[config.mk]
export PLATFORM = sky130hd
export DESIGN_NAME = pipe_stage_reg
export DESIGN_NICKNAME = d
export VERILOG_FILES = /design/src/rtl/pipe_pkg.sv /design/src/rtl/pipe_sat_counter.sv /design/src/rtl/pipe_stage_reg.sv
export SDC_FILE = /design/constraint.sdc
export NUM_CORES = 1
export LEC_CHECK = 0
export ABC_AREA = 1
export BUFFER_PORTS_ARGS = -buffer_cell sky130_fd_sc_hd__buf_2
export CAP_MARGIN = 40
export CORE_MARGIN = 2
export CORE_UTILIZATION = 49
export DETAILED_ROUTE_END_ITERATION = 6
export GPL_ROUTABILITY_DRIVEN = 0
export PLACE_DENSITY_LB_ADDON = 0.08
export SYNTH_ARGS = -nofsm -noshare
export SYNTH_HDL_FRONTEND = slang
export SYNTH_SLANG_ARGS = --single-unit
[constraint.sdc]
create_clock -name clk -period 1.5 [get_ports clk]
set_clock_uncertainty 0.05 [all_clocks]
set_input_delay 0.225 -clock clk [delete_from_list [all_inputs] [get_ports clk]]
set_output_delay 0.225 -clock clk [all_outputs]
set_load 0.005 [all_outputs]
[src/rtl/pipe_pkg.sv]
// Shared definitions for the pipeline stage registers: state encoding, nop payload
// and per-stage payload layouts.
package pipe_pkg;

   // Encoding is {skid_valid, main_valid}.
   typedef enum logic [1:0] {
      ST_EMPTY = 2'b00,
      ST_ONE   = 2'b01,
      ST_TWO   = 2'b11
   } pipe_state_e;

   // sll $0,$0,0 encodes as all zeros.
   localparam logic [31:0] NOP_PAYLOAD = 32'h0000_0000;

   localparam int unsigned IFID_INSTR_OFS = 0;
   localparam int unsigned IFID_PC4_OFS   = 32;
   localparam int unsigned IFID_W         = 64;

   localparam int unsigned IDEX_PC4_OFS    = 0;
   localparam int unsigned IDEX_RS_VAL_OFS = 32;
   localparam int unsigned IDEX_RT_VAL_OFS = 64;
   localparam int unsigned IDEX_IMM_OFS    = 96;
   localparam int unsigned IDEX_RS_OFS     = 128;
   localparam int unsigned IDEX_RT_OFS     = 133;
   localparam int unsigned IDEX_RD_OFS     = 138;
   localparam int unsigned IDEX_W          = 143;

   localparam int unsigned EXMEM_ALU_OFS   = 0;
   localparam int unsigned EXMEM_STORE_OFS = 32;
   localparam int unsigned EXMEM_DEST_OFS  = 64;
   localparam int unsigned EXMEM_W         = 69;

   localparam int unsigned MEMWB_RESULT_OFS = 0;
   localparam int unsigned MEMWB_DEST_OFS   = 32;
   localparam int unsigned MEMWB_W          = 37;

endpackage

[src/rtl/pipe_sat_counter.sv]
// Saturating up-counter with enable and synchronous clear.
module pipe_sat_counter #(
   parameter int unsigned WIDTH = 8
) (
   input  logic             clk,
   input  logic             clr_i,
   input  logic             en_i,
   output logic [WIDTH-1:0] cnt_o
);

   logic [WIDTH-1:0] cnt_q, cnt_d;

   always_comb begin
      cnt_d = cnt_q;
      if (clr_i) begin
         cnt_d = '0;
      end else if (en_i && (cnt_q != '1)) begin
         cnt_d = cnt_q + WIDTH'(1);
      end
   end

   always_ff @(posedge clk) begin
      cnt_q <= cnt_d;
   end

   assign cnt_o = cnt_q;

endmodule

[src/rtl/pipe_stage_reg.sv]
// Generic valid/ready pipeline stage with a 2-entry skid buffer and flush.
// Optional perf counters (stall_cnt_o, flush_cnt_o) under PIPE_STAGE_PERF_EN.
module pipe_stage_reg
   import pipe_pkg::*;
#(
   parameter int unsigned       DATA_W     = 32,
   parameter logic [DATA_W-1:0] BUBBLE_VAL = DATA_W'(NOP_PAYLOAD)
) (
   input  logic              clk,
   input  logic              reset,
   input  logic              flush_i,
   input  logic              in_valid_i,
   output logic              in_ready_o,
   input  logic [DATA_W-1:0] in_data_i,
   output logic              out_valid_o,
   input  logic              out_ready_i,
   output logic [DATA_W-1:0] out_data_o,
   output logic [1:0]        occupancy_o
`ifdef PIPE_STAGE_PERF_EN
   ,
   output logic [31:0]       stall_cnt_o,
   output logic [15:0]       flush_cnt_o
`endif
);

   pipe_state_e       state_q, state_d;
   logic [DATA_W-1:0] main_q, main_d;
   logic [DATA_W-1:0] skid_q, skid_d;
   logic              in_ready, out_valid;
   logic              acc, dep;

   assign acc = in_valid_i & in_ready;
   assign dep = out_valid & out_ready_i;

   always_ff @(posedge clk) begin
      if (reset) begin
         state_q <= ST_EMPTY;
         main_q  <= BUBBLE_VAL;
         skid_q  <= BUBBLE_VAL;
      end else begin
         state_q <= state_d;
         main_q  <= main_d;
         skid_q  <= skid_d;
      end
   end

   // Vacated slots are refilled with BUBBLE_VAL so out_data needs no mux.
   always_comb begin
      state_d = state_q;
      main_d  = main_q;
      skid_d  = skid_q;
      if (flush_i) begin
         state_d = ST_EMPTY;
         main_d  = BUBBLE_VAL;
         skid_d  = BUBBLE_VAL;
      end else begin
         unique case (state_q)
            ST_EMPTY: begin
               if (acc) begin
                  state_d = ST_ONE;
                  main_d  = in_data_i;
               end
            end
            ST_ONE: begin
               if (acc && dep) begin
                  main_d = in_data_i;
               end else if (acc) begin
                  state_d = ST_TWO;
                  skid_d  = in_data_i;
               end else if (dep) begin
                  state_d = ST_EMPTY;
                  main_d  = BUBBLE_VAL;
               end
            end
            ST_TWO: begin
               if (dep) begin
                  state_d = ST_ONE;
                  main_d  = skid_q;
                  skid_d  = BUBBLE_VAL;
               end
            end
            default: begin
               state_d = ST_EMPTY;
               main_d  = BUBBLE_VAL;
               skid_d  = BUBBLE_VAL;
            end
         endcase
      end
   end

   always_comb begin
      in_ready    = 1'b1;
      out_valid   = 1'b0;
      occupancy_o = 2'd0;
      unique case (state_q)
         ST_EMPTY: begin
         end
         ST_ONE: begin
            out_valid   = 1'b1;
            occupancy_o = 2'd1;
         end
         ST_TWO: begin
            in_ready    = 1'b0;
            out_valid   = 1'b1;
            occupancy_o = 2'd2;
         end
         default: begin
         end
      endcase
   end

   assign in_ready_o  = in_ready;
   assign out_valid_o = out_valid;
   assign out_data_o  = main_q;

`ifdef PIPE_STAGE_PERF_EN
   logic stall_en, discard;

   assign stall_en = out_valid & ~out_ready_i;
   // A main word leaving on the flush edge is delivered, not discarded.
   assign discard  = flush_i & (acc | (state_q == ST_TWO) | ((state_q == ST_ONE) & ~dep));

   pipe_sat_counter #(
      .WIDTH(32)
   ) u_stall_cnt (
      .clk  (clk),
      .clr_i(reset),
      .en_i (stall_en),
      .cnt_o(stall_cnt_o)
   );

   pipe_sat_counter #(
      .WIDTH(16)
   ) u_flush_cnt (
      .clk  (clk),
      .clr_i(reset),
      .en_i (discard),
      .cnt_o(flush_cnt_o)
   );
`endif

endmodule

==> impl_results.md, run 1 <==
* DR DRC count at 0
* Area delta synth->final at 52.3%
* Worst r2r src: state_q[0]
* Cell Rows at 30
* Slew Limit Fails at 0
* Starting Density at 50.5%
* Routed wl met3 at 944 um
* Full die area at 7650 sq um
* RSZ-0062 raised after global routing: true
* H-tree Lvls at 3
* Vias at 4,136
* Synthesized cell area at 3410 sq um
* Final nets at 700
* Hold Path Depth at 5
* First-pass GRT wire length at 17.8 mm
* Core footprint at 6760 sq um
* Async set-reset flop share out of synthesis at 0%
* Fin worst setup slack at -222 ps
* Diode count at 0
* DRT iter0 DRCs at 355
* Die X at 87.5 um
* Hold Path End: skid_q[14]
* Post-synth top cells: nand2_1, nor2_1, dfxtp_1
* Vias in the first global route at 3,645
* Met2 Wirelength at 5.93 mm
* DR pass1 iterations at 5
* Fmax at 581 MHz
* Critical Path Max Stage Delay at 390 ps
* Hold Path Class: primary input to flop
* TNS Setup at -10,400 ps
* Antenna Violating Nets Remaining at 0
* Final period utilization at 115%
* Status: complete, but fails checks
* CP Launch Type: flop
* Count of cell types in the netlist at 22
* Setup violations, final at 68
* Critical Path AT at 1920 ps
* Clk_lat worst skew at 350 ps
* Count leader, synth: nand2_1
* Final Hold Fails at 0
* Min Hold Slack at 158 ps
* DRT Wirelength at 12.3 mm
* Slew of the pin with the lowest slew margin at 467 ps
* Top Metal Used: met4
* Die height at 87.5 um
* Critical-path maximum fanout at 7
* Layout cells sized above 1 at 40.4%
* Cells after Synth at 546
* Clock Tree Buf Depth at 2
* Clock period minus worst slack at 1720 ps
* GRT Overall Usage at 30.3%
* Post-synth top area share at 38.7%
* R2R Path End: skid_q[28]
* Worst reg-to-reg path cell count at 10
* Post-synth top flop: dfxtp_1
* Post-DP HPWL at 5.92 mm
* Drt via density at 5.57
* R2R Setup Slk at -220 ps
* Met1 Routed Length at 4.97 mm
* Avg Inst Size Synth at 6.25 sq um
* Leak at 2.36 nW
* Critical path class: flop to flop
* Clk sinks at 66
* Area contributors post-synth: dfxtp_1, nand2_1, nor2_1
* Initial antenna violation count at 0
* Critical Path End Type: flop
* Failing checks: negative setup slack
* Aggregate global routing overflow at 0
* Port Buffers at 72
* Pin count of the biggest net entering global routing at 41
* Power Dens Cells at 972 nW/um^2
* Synth warn at 0
* Syn_nets at 588
* Maxcap violations at 0
* Sequential area share after synthesis at 38.7%
* Power, Total at 5.05 mW
* CTS tree: built
* Filler instances at 504
* Required @ worst endpoint at 1700 ps
* Slowest-stage cell, CP: dfxtp_4
* Reg clk slew, reported paths at 80 ps
* Clk root buf: clkbuf_8
* CTS buffer count at 9
* Number of synthesized flops with an enable pin at 0
* Cell-by-cell trace of the critical path: ha_4 -> buf_6 -> nor2_4 -> nand3_4 -> nand2_4 -> nor2_4 -> buf_4 -> buf_16 -> nor2_1 -> nor2_1
* Cts hold-fix bufs at 0
* Number of synthesized register bits at 66
* Slew headroom at 68.9%
* Maximum vdd drop at 0.631 mV
* Ports at 73
* Area leader, netlist: dfxtp_1
* HP Start: in_data_i[14]
* WL/cell at 16.6 um
==> per-stage QoR <==
stage / worst slack (ps) / cells / utilization [%] / instance area [sq um]
after floorplan: 17.2 / 546 / - / 3470
after global placement: -342 / 690 / 59.1 / 3990
after detailed placement: -419 / 690 / 59.1 / 3990
after CTS: -182 / 739 / 71.3 / 4810
after global routing: -291 / 743 / 77.0 / 5200
final: -222 / 743 / 77.0 / 5200
==> cell type report <==
type	instances	area, sq um	share of cell area, %
Clock buffer	9	124	2.38
Sequential cell	66	1330	25.6
Inverter	20	80.1	1.54
Multi-Input combinational cell	423	2280	43.9
Clock inverter	7	45.0	0.866
Timing Repair Buffer	138	1240	23.8
Tap cell	80	100	1.92
==> sequential cells by signal, summed over array words and instances, names as in the netlist <==
register and count:
out_data_o 32, skid_q 32, state_q 2
==> metal layers <==
metal	vias up	global-route usage (%)
li1	1959	-
met1	1898	38.2
met2	221	50.8
met3	58	4.27
met4	0	14.7
met5	-	0
==> worst max-delay path, delay by kind of cell (launching register included) <==
kind          cells  cell delay, ps
simple gates      6             580
buf+inv           3             420
flops             1             390
fa+ha+maj         1             170
==> repair_timing <==
action,4_1_cts,5_1_grt
cloned,8,5
setup buffers,26,4
pin swaps,10,37
endpoints found under the setup margin,70,70
gates resized for setup,60,99
==> cells by family after synthesis <==
family,synth area share (%)
compound gates,6.23
buf+inv,7.80
simple gates,45.4
fa+ha+maj,1.83
flops,38.7
==> worst max-delay path by stage <==
stage                          start              to  slack [ps]  cells after the start
after floorplan           state_q[0]   out_data_o[0]          20                      9
after global placement    state_q[0]  out_data_o[25]        -340                      8
after detailed placement  state_q[0]  out_data_o[18]        -420                      8
after CTS                 state_q[0]      skid_q[20]        -180                     10
after global routing      state_q[0]      skid_q[28]        -290                     11
final                     state_q[0]      skid_q[28]        -220                     10
==> power breakdown <==
part,internal [mW],switching (mW),leakage (nW)
registers,1.85,0.0620,0.538
logic,0.797,0.960,1.73
clock network,0.596,0.789,0.0891
total,3.24,1.81,2.36
==> placed cells by master, fill, tap and decap left out, types with 3 or more instances in the layout <==
cell	instances
buf_2	70
nor2_4	8
inv_2	4
a21oi_2	19
bufbuf_16	3
ha_4	4
nand2_2	38
nand4_1	27
nor2_1	53
nor2_2	12
buf_6	15
inv_1	14
nand3_2	6
nand2_1	196
a21oi_1	13
buf_12	9
buf_4	33
nand3_1	22
dfxtp_1	64
nand2_4	15
clkbuf_8	9
clkbuf_16	5
clkinv_2	4
Note: power is estimated with default switching activity, not from simulation.
==> inputs of run 2 (changes only) <==
--- a/config.mk
+++ b/config.mk
@@ -5,14 +5,13 @@
 export SDC_FILE = /design/constraint.sdc
 export NUM_CORES = 1
 export LEC_CHECK = 0
-export ABC_AREA = 1
 export BUFFER_PORTS_ARGS = -buffer_cell sky130_fd_sc_hd__buf_2
 export CAP_MARGIN = 40
 export CORE_MARGIN = 2
-export CORE_UTILIZATION = 49
+export CORE_UTILIZATION = 48
 export DETAILED_ROUTE_END_ITERATION = 6
 export GPL_ROUTABILITY_DRIVEN = 0
-export PLACE_DENSITY_LB_ADDON = 0.08
+export PLACE_DENSITY = 0.83
 export SYNTH_ARGS = -nofsm -noshare
 export SYNTH_HDL_FRONTEND = slang
 export SYNTH_SLANG_ARGS = --single-unit
==> run 2 against run 1 <==
Sequential share of layout area is 2.1 points higher. Core utilization hardly changed. Clock power is 49% higher. Global-route usage is 0.58 points lower. Non-clock buffer count is 3 lower. First-iteration DRC count is 100% higher. The flow finishes with violations (design-rule violations, negative setup slack). Setup slack worse by 290 ps. Total power is 5.2% lower.
==> impl_results.md, run 2 <==
* Status: complete, but fails checks
* Failing checks: design-rule violations, negative setup slack
* Min Hold Slack at 111 ps
* Register Area at 1330 sq um
* Number of synthesized flops with an enable pin at 0
* Final period utilization at 134%
* Area delta synth->final at 57.4%
* Cts hold-fix bufs at 0
* Final nets at 515
* Post-synth top flop: dfxtp_1
* GRT Overall Usage at 29.8%
* Number of synthesized register bits at 66
* Hold Path Depth at 3
* CTS buffer count at 9
* Setup violations, final at 70
* Count leader, synth: a21oi_1
* Drt via density at 7.00
* Vias at 3,884
* Critical Path End Type: flop
* Antenna Violating Nets Remaining at 0
* Cell Rows at 29
* Clk_lat worst skew at 360 ps
* Multi-input gate area at 1860 sq um
* Die X at 83.7 um
* CTS tree: built
* Hold Path Class: primary input to flop
* Filler instances at 392
* Clk sinks at 66
* Power Dens Cells at 998 nW/um^2
* R2R Path End: out_data_o[14]
* Worst reg-to-reg path cell count at 6
* Hold Path End: skid_q[16]
* Critical Path AT at 2240 ps
* DR pass1 iterations at 7
* Commonest non-fill, non-tap cell in the layout: buf_2
* DRT iter0 DRCs at 712
* Cells after Synth at 366
* Aggregate global routing overflow at 0
* Most frequent cells in the layout: buf_2, dfxtp_1, a21oi_1
* Post-DP HPWL at 5.57 mm
* Layout cells sized above 1 at 46.9%
* Die height at 83.7 um
* Syn_nets at 408
* Initial antenna violation count at 0
* Vias in the first global route at 3,365
* Slew of the pin with the lowest slew margin at 428 ps
* Slew headroom at 71.5%
* H-tree Lvls at 3
* Count of cell types in the netlist at 27
* CP Launch Type: flop
* Critical-path maximum fanout at 9
* Worst r2r src: state_q[1]
* WL/cell at 23.4 um
* Critical path class: flop to flop
* DRT Wirelength at 13.0 mm
* Area contributors post-synth: dfxtp_1, a21oi_1, a22o_1
* Core footprint at 6240 sq um
* First-pass GRT wire length at 16.7 mm
* Fin worst setup slack at -508 ps
* Port Buffers at 72
* Avg Inst Size Synth at 8.34 sq um
* Leak at 1.99 nW
* Maxcap violations at 0
* Clock Tree Buf Depth at 2
* Async set-reset flop share out of synthesis at 0%
* Maximum vdd drop at 0.627 mV
* Synthesized cell area at 3050 sq um
* Clock period minus worst slack at 2010 ps
* Area leader, netlist: dfxtp_1
* Synth warn at 0
* Starting Density at 48.9%
* DR DRC count at 4
* RSZ-0062 raised after global routing: true
* Diode count at 0
* HP Start: in_data_i[16]
* R2R Setup Slk at -510 ps
* Ports at 73
* Clk root buf: clkbuf_8
* Power, Total at 4.79 mW
* Post-synth top cells: a21oi_1, dfxtp_1, o21ai_0
* Reg clk slew, reported paths at 80 ps
* Sequential area share after synthesis at 43.3%
* Fmax at 498 MHz
* Full die area at 7010 sq um
* Pin count of the biggest net entering global routing at 40
* Post-synth top area share at 43.3%
* Final Hold Fails at 0
* Slew Limit Fails at 0
* Required @ worst endpoint at 1740 ps
run 2: cell count changes after synthesis, moves of 14 or more:
cell,change
a21oi_1,+36
a22o_1,+32
nor2_1,-66
o21ai_0,+36
buf_2,-15
inv_1,-14
o21ai_1,+28
nand2_1,-246
clkbuf_1,+14
run 2: what timing repair did:
action	4_1_cts	5_1_grt
endpoints found under the setup margin	69	70
gates resized for setup	59	73
pin swaps	58	22
gates cloned	8	4
buffers inserted	9	15
run 2: metal layers:
layer | part of all wire (%) | track usage (%) | vias to the layer above
met3 | 12 | 6.33 | 125
met4 | 8.2 | 14.8 | 0
met2 | 47 | 49.5 | 398
li1 | - | - | 1601
met5 | 0 | 0 | -
met1 | 33 | 36.4 | 1760
run 2: logic make-up after synthesis:
kind of cell | count (synthesis) | synth area share (%)
flops | 66 | 43.3
fa+ha+maj | 5 | 2.05
buf+inv | 44 | 6.40
simple gates | 76 | 14.4
compound gates | 175 | 33.9
run 2: stage by stage:
| step | util [%] | cell area, sq um | cells | setup TNS, ps | worst slack (ps) |
|---|---|---|---|---|---|
| finish | 76.9 | 4800 | 555 | -26650 | -508 |
| global route | 76.9 | 4800 | 555 | -29080 | -517 |
| CTS | 70.7 | 4410 | 539 | -21150 | -426 |
| detailed placement | 58.6 | 3660 | 506 | -25070 | -465 |
| global placement | 58.6 | 3660 | 506 | -21570 | -394 |
| floorplan | - | 3080 | 366 | -15750 | -383 |
run 2: cell type report:
| type | instances | area share, % |
|---|---|---|
| repair buffers | 135 | 25.6 |
| well taps | 77 | 2.01 |
| multi-input cells | 257 | 38.6 |
| clock inverters | 6 | 2.84 |
| clock buffers | 10 | 2.87 |
| inverters | 4 | 0.365 |
| flip-flops and latches | 66 | 27.7 |
run 2: worst max-delay path by stage:
stage,startpoint,to,slack [ps],depth (start not counted)
6_report,state_q[1],out_data_o[14],-510,6
3_3_place_gp,state_q[1],out_data_o[6],-390,7
3_5_place_dp,state_q[1],out_data_o[16],-460,7
2_1_floorplan,state_q[1],out_data_o[27],-380,7
4_1_cts,state_q[1],out_data_o[5],-430,7
5_1_grt,state_q[1],out_data_o[31],-520,6
run 2: worst max-delay path, cell delays in order (launching register included):
cell and delay [ps]:
dfxtp_4 370, ha_2 210, or2_4 270, a22o_4 270
or3_4 470, buf_12 180, o21ai_2 120
run 2: power breakdown:
part | leakage, nW | internal [mW] | switching, mW
sequential | 0.536 | 1.79 | 0.0275
clock | 0.133 | 1.32 | 0.749
combinational | 1.32 | 0.409 | 0.490
==> inputs of run 3 (changes only) <==
--- a/config.mk
+++ b/config.mk
@@ -8,10 +8,12 @@
 export BUFFER_PORTS_ARGS = -buffer_cell sky130_fd_sc_hd__buf_2
 export CAP_MARGIN = 40
 export CORE_MARGIN = 2
-export CORE_UTILIZATION = 48
+export CORE_UTILIZATION = 45
+export CTS_BUF_LIST = sky130_fd_sc_hd__clkbuf_4
+export CTS_CLUSTER_DIAMETER = 100
 export DETAILED_ROUTE_END_ITERATION = 6
 export GPL_ROUTABILITY_DRIVEN = 0
-export PLACE_DENSITY = 0.83
+export PLACE_DENSITY = 0.79
 export SYNTH_ARGS = -nofsm -noshare
 export SYNTH_HDL_FRONTEND = slang
 export SYNTH_SLANG_ARGS = --single-unit
==> run 3 against run 2 <==
The flow finishes with violations (negative setup slack). Total power fell by 20%. Core utilization fell by 11 points. Critical endpoint is now out_data_o[8]. Routed wire length fell by 16%. Critical path depth did not move.
==> impl_results.md, run 3 (synthesis results as in run 2) <==
* Slew of the pin with the lowest slew margin at 447 ps
* GRT Overall Usage at 26.1%
* RSZ-0062 raised after global routing: true
* DRT iter0 DRCs at 409
* Vias in the first global route at 3,045
* Commonest non-fill, non-tap cell in the layout: buf_2
* Hold Path Class: primary input to flop
* Worst r2r src: state_q[1]
* Port Buffers at 72
* Final nets at 499
* Layout cells sized above 1 at 43.7%
* Die X at 86.4 um
* Final Hold Fails at 0
* Initial antenna violation count at 0
* Cts hold-fix bufs at 0
* Worst reg-to-reg path cell count at 6
* Filler instances at 518
* CP Launch Point: state_q[1]
* Required @ worst endpoint at 1820 ps
* Placed Cells incl. Taps at 504
* Clk sinks at 66
* TNS Setup at -20,700 ps
* Fmax at 536 MHz
* CTS buffer count at 9
* Final period utilization at 124%
* Failing checks: negative setup slack
* Drt via density at 6.47
* Final instance area at 4400 sq um
* Setup violations, final at 70
* Pin count of the biggest net entering global routing at 35
* Min Hold Slack at 28.8 ps
* Full die area at 7460 sq um
* Vias at 3,506
* DR pass1 iterations at 5
* Worst Setup EP: out_data_o[8]
* Clock Tree Buf Depth at 2
* Core footprint at 6680 sq um
* Diode count at 0
* Post-DP HPWL at 5.52 mm
* First-pass GRT wire length at 15.3 mm
* Slew Limit Fails at 0
* Antenna Violating Nets Remaining at 0
* Leak at 1.78 nW
* Internal at 2.64 mW
* Clock Power Share at 32.1%
* R2R Setup Slk at -370 ps
* Power, Total at 3.83 mW
* Maximum vdd drop at 0.486 mV
* DRT Wirelength at 11.0 mm
* Critical Path Max Stage Delay at 490 ps
* WL/cell at 20.3 um
* Switching share of power at 31.0%
* Die height at 86.4 um
* Critical Path End Type: flop
* Cell area after placement at 3610 sq um
* Cell Rows at 30
* Slowest-stage cell, CP: or3_4
* Fin worst setup slack at -367 ps
* H-tree Lvls at 3
* CTS tree: built
* DR DRC count at 0
* Slew headroom at 70.2%
* Switching pwr at 1.19 mW
* Clock period minus worst slack at 1870 ps
* Maxcap violations at 0
* Status: complete, but fails checks
* Critical path class: flop to flop
* Clk_lat worst skew at 430 ps
* Critical-path maximum fanout at 8
* R2R Path End: out_data_o[8]
* Ports at 73
* Critical Path AT at 2190 ps
* Sequential power share at 47.5%
* Starting Density at 45.7%
* Area delta synth->final at 44.3%
* Most frequent cells in the layout: buf_2, dfxtp_1, a21oi_1
* Non-Filler Instances at 542
* CP Launch Type: flop
* Reg clk slew, reported paths at 120 ps
* Finished Core Util at 65.9%
* Power Dens Cells at 870 nW/um^2
* Cell-by-cell trace of the critical path: inv_4 -> ha_4 -> or2_4 -> a22o_4 -> or3_4 -> o21ai_1
* Worst slack, placed at -488 ps
* Comb pwr share at 20.4%
* Clk root buf: clkbuf_4
* Aggregate global routing overflow at 0
[run 3: cell types whose count changed in the layout (fill, tap and decap cells not counted), moves of 3 or more]
cell / previous run / this run
buf_12: 12 / 8
o21ai_1: 15 / 31
buf_6: 15 / 6
bufinv_16: 4 / 1
clkbuf_4: 0 / 9
o21ai_2: 42 / 34
clkbuf_8: 10 / 0
o21ai_0: 6 / 0
[run 3: timing repair]
action	in CTS	in global routing
gates resized for setup	26	100
buffers inserted	3	11
gates cloned	6	3
pin swaps	15	33
setup endpoints to repair	70	70
endpoints found under the hold margin	0	0
[run 3: power by group through the flow]
stage	combinational [mW]	sequential [mW]	clock, mW
after floorplan	0.317	1.86	0
after global placement	0.556	1.86	0
after detailed placement	0.567	1.86	0
after CTS	0.661	1.82	1.21
after global routing	0.818	1.83	1.32
final	0.781	1.82	1.23
[run 3: worst max-delay path, delay by kind of cell, from the launching register on]
kind / cells / cell delay, ps
AND/OR/NAND/NOR: 2 / 730
AO/OA/AOI/OAI: 2 / 440
flip-flops: 1 / 400
adder cells (fa/ha/maj): 1 / 150
buffers and inverters: 1 / 40
[run 3: cell type report]
class	count	area [sq um]	area share [%]
clock buffers	9	67.6	1.53
clock inverters	7	68.8	1.56
inverters	4	20.0	0.455
multi-input cells	259	1860	42.2
flip-flops and latches	66	1330	30.2
well taps	80	100	2.27
repair buffers	117	958	21.8
[run 3: how the worst min path moves through the flow]
stage / from / end / cells after the start
CTS: in_data_i[12] / skid_q[12] / 3
global placement: out_data_o[4] / out_data_o[4] / 2
finish: in_data_i[13] / skid_q[13] / 3
detailed placement: out_data_o[4] / out_data_o[4] / 2
global route: in_data_i[10] / skid_q[10] / 3
floorplan: in_data_i[0] / skid_q[0] / 2
[run 3: layer usage]
metal | part of all wire [%] | up-vias | GRT usage [%] | routed length, um
met5 | 0 | - | 0 | 0
met4 | 3.6 | 0 | 10.5 | 400
met3 | 10 | 43 | 5.62 | 1100
met2 | 48 | 236 | 42.0 | 5260
met1 | 38 | 1649 | 34.1 | 4220
li1 | - | 1578 | - | -
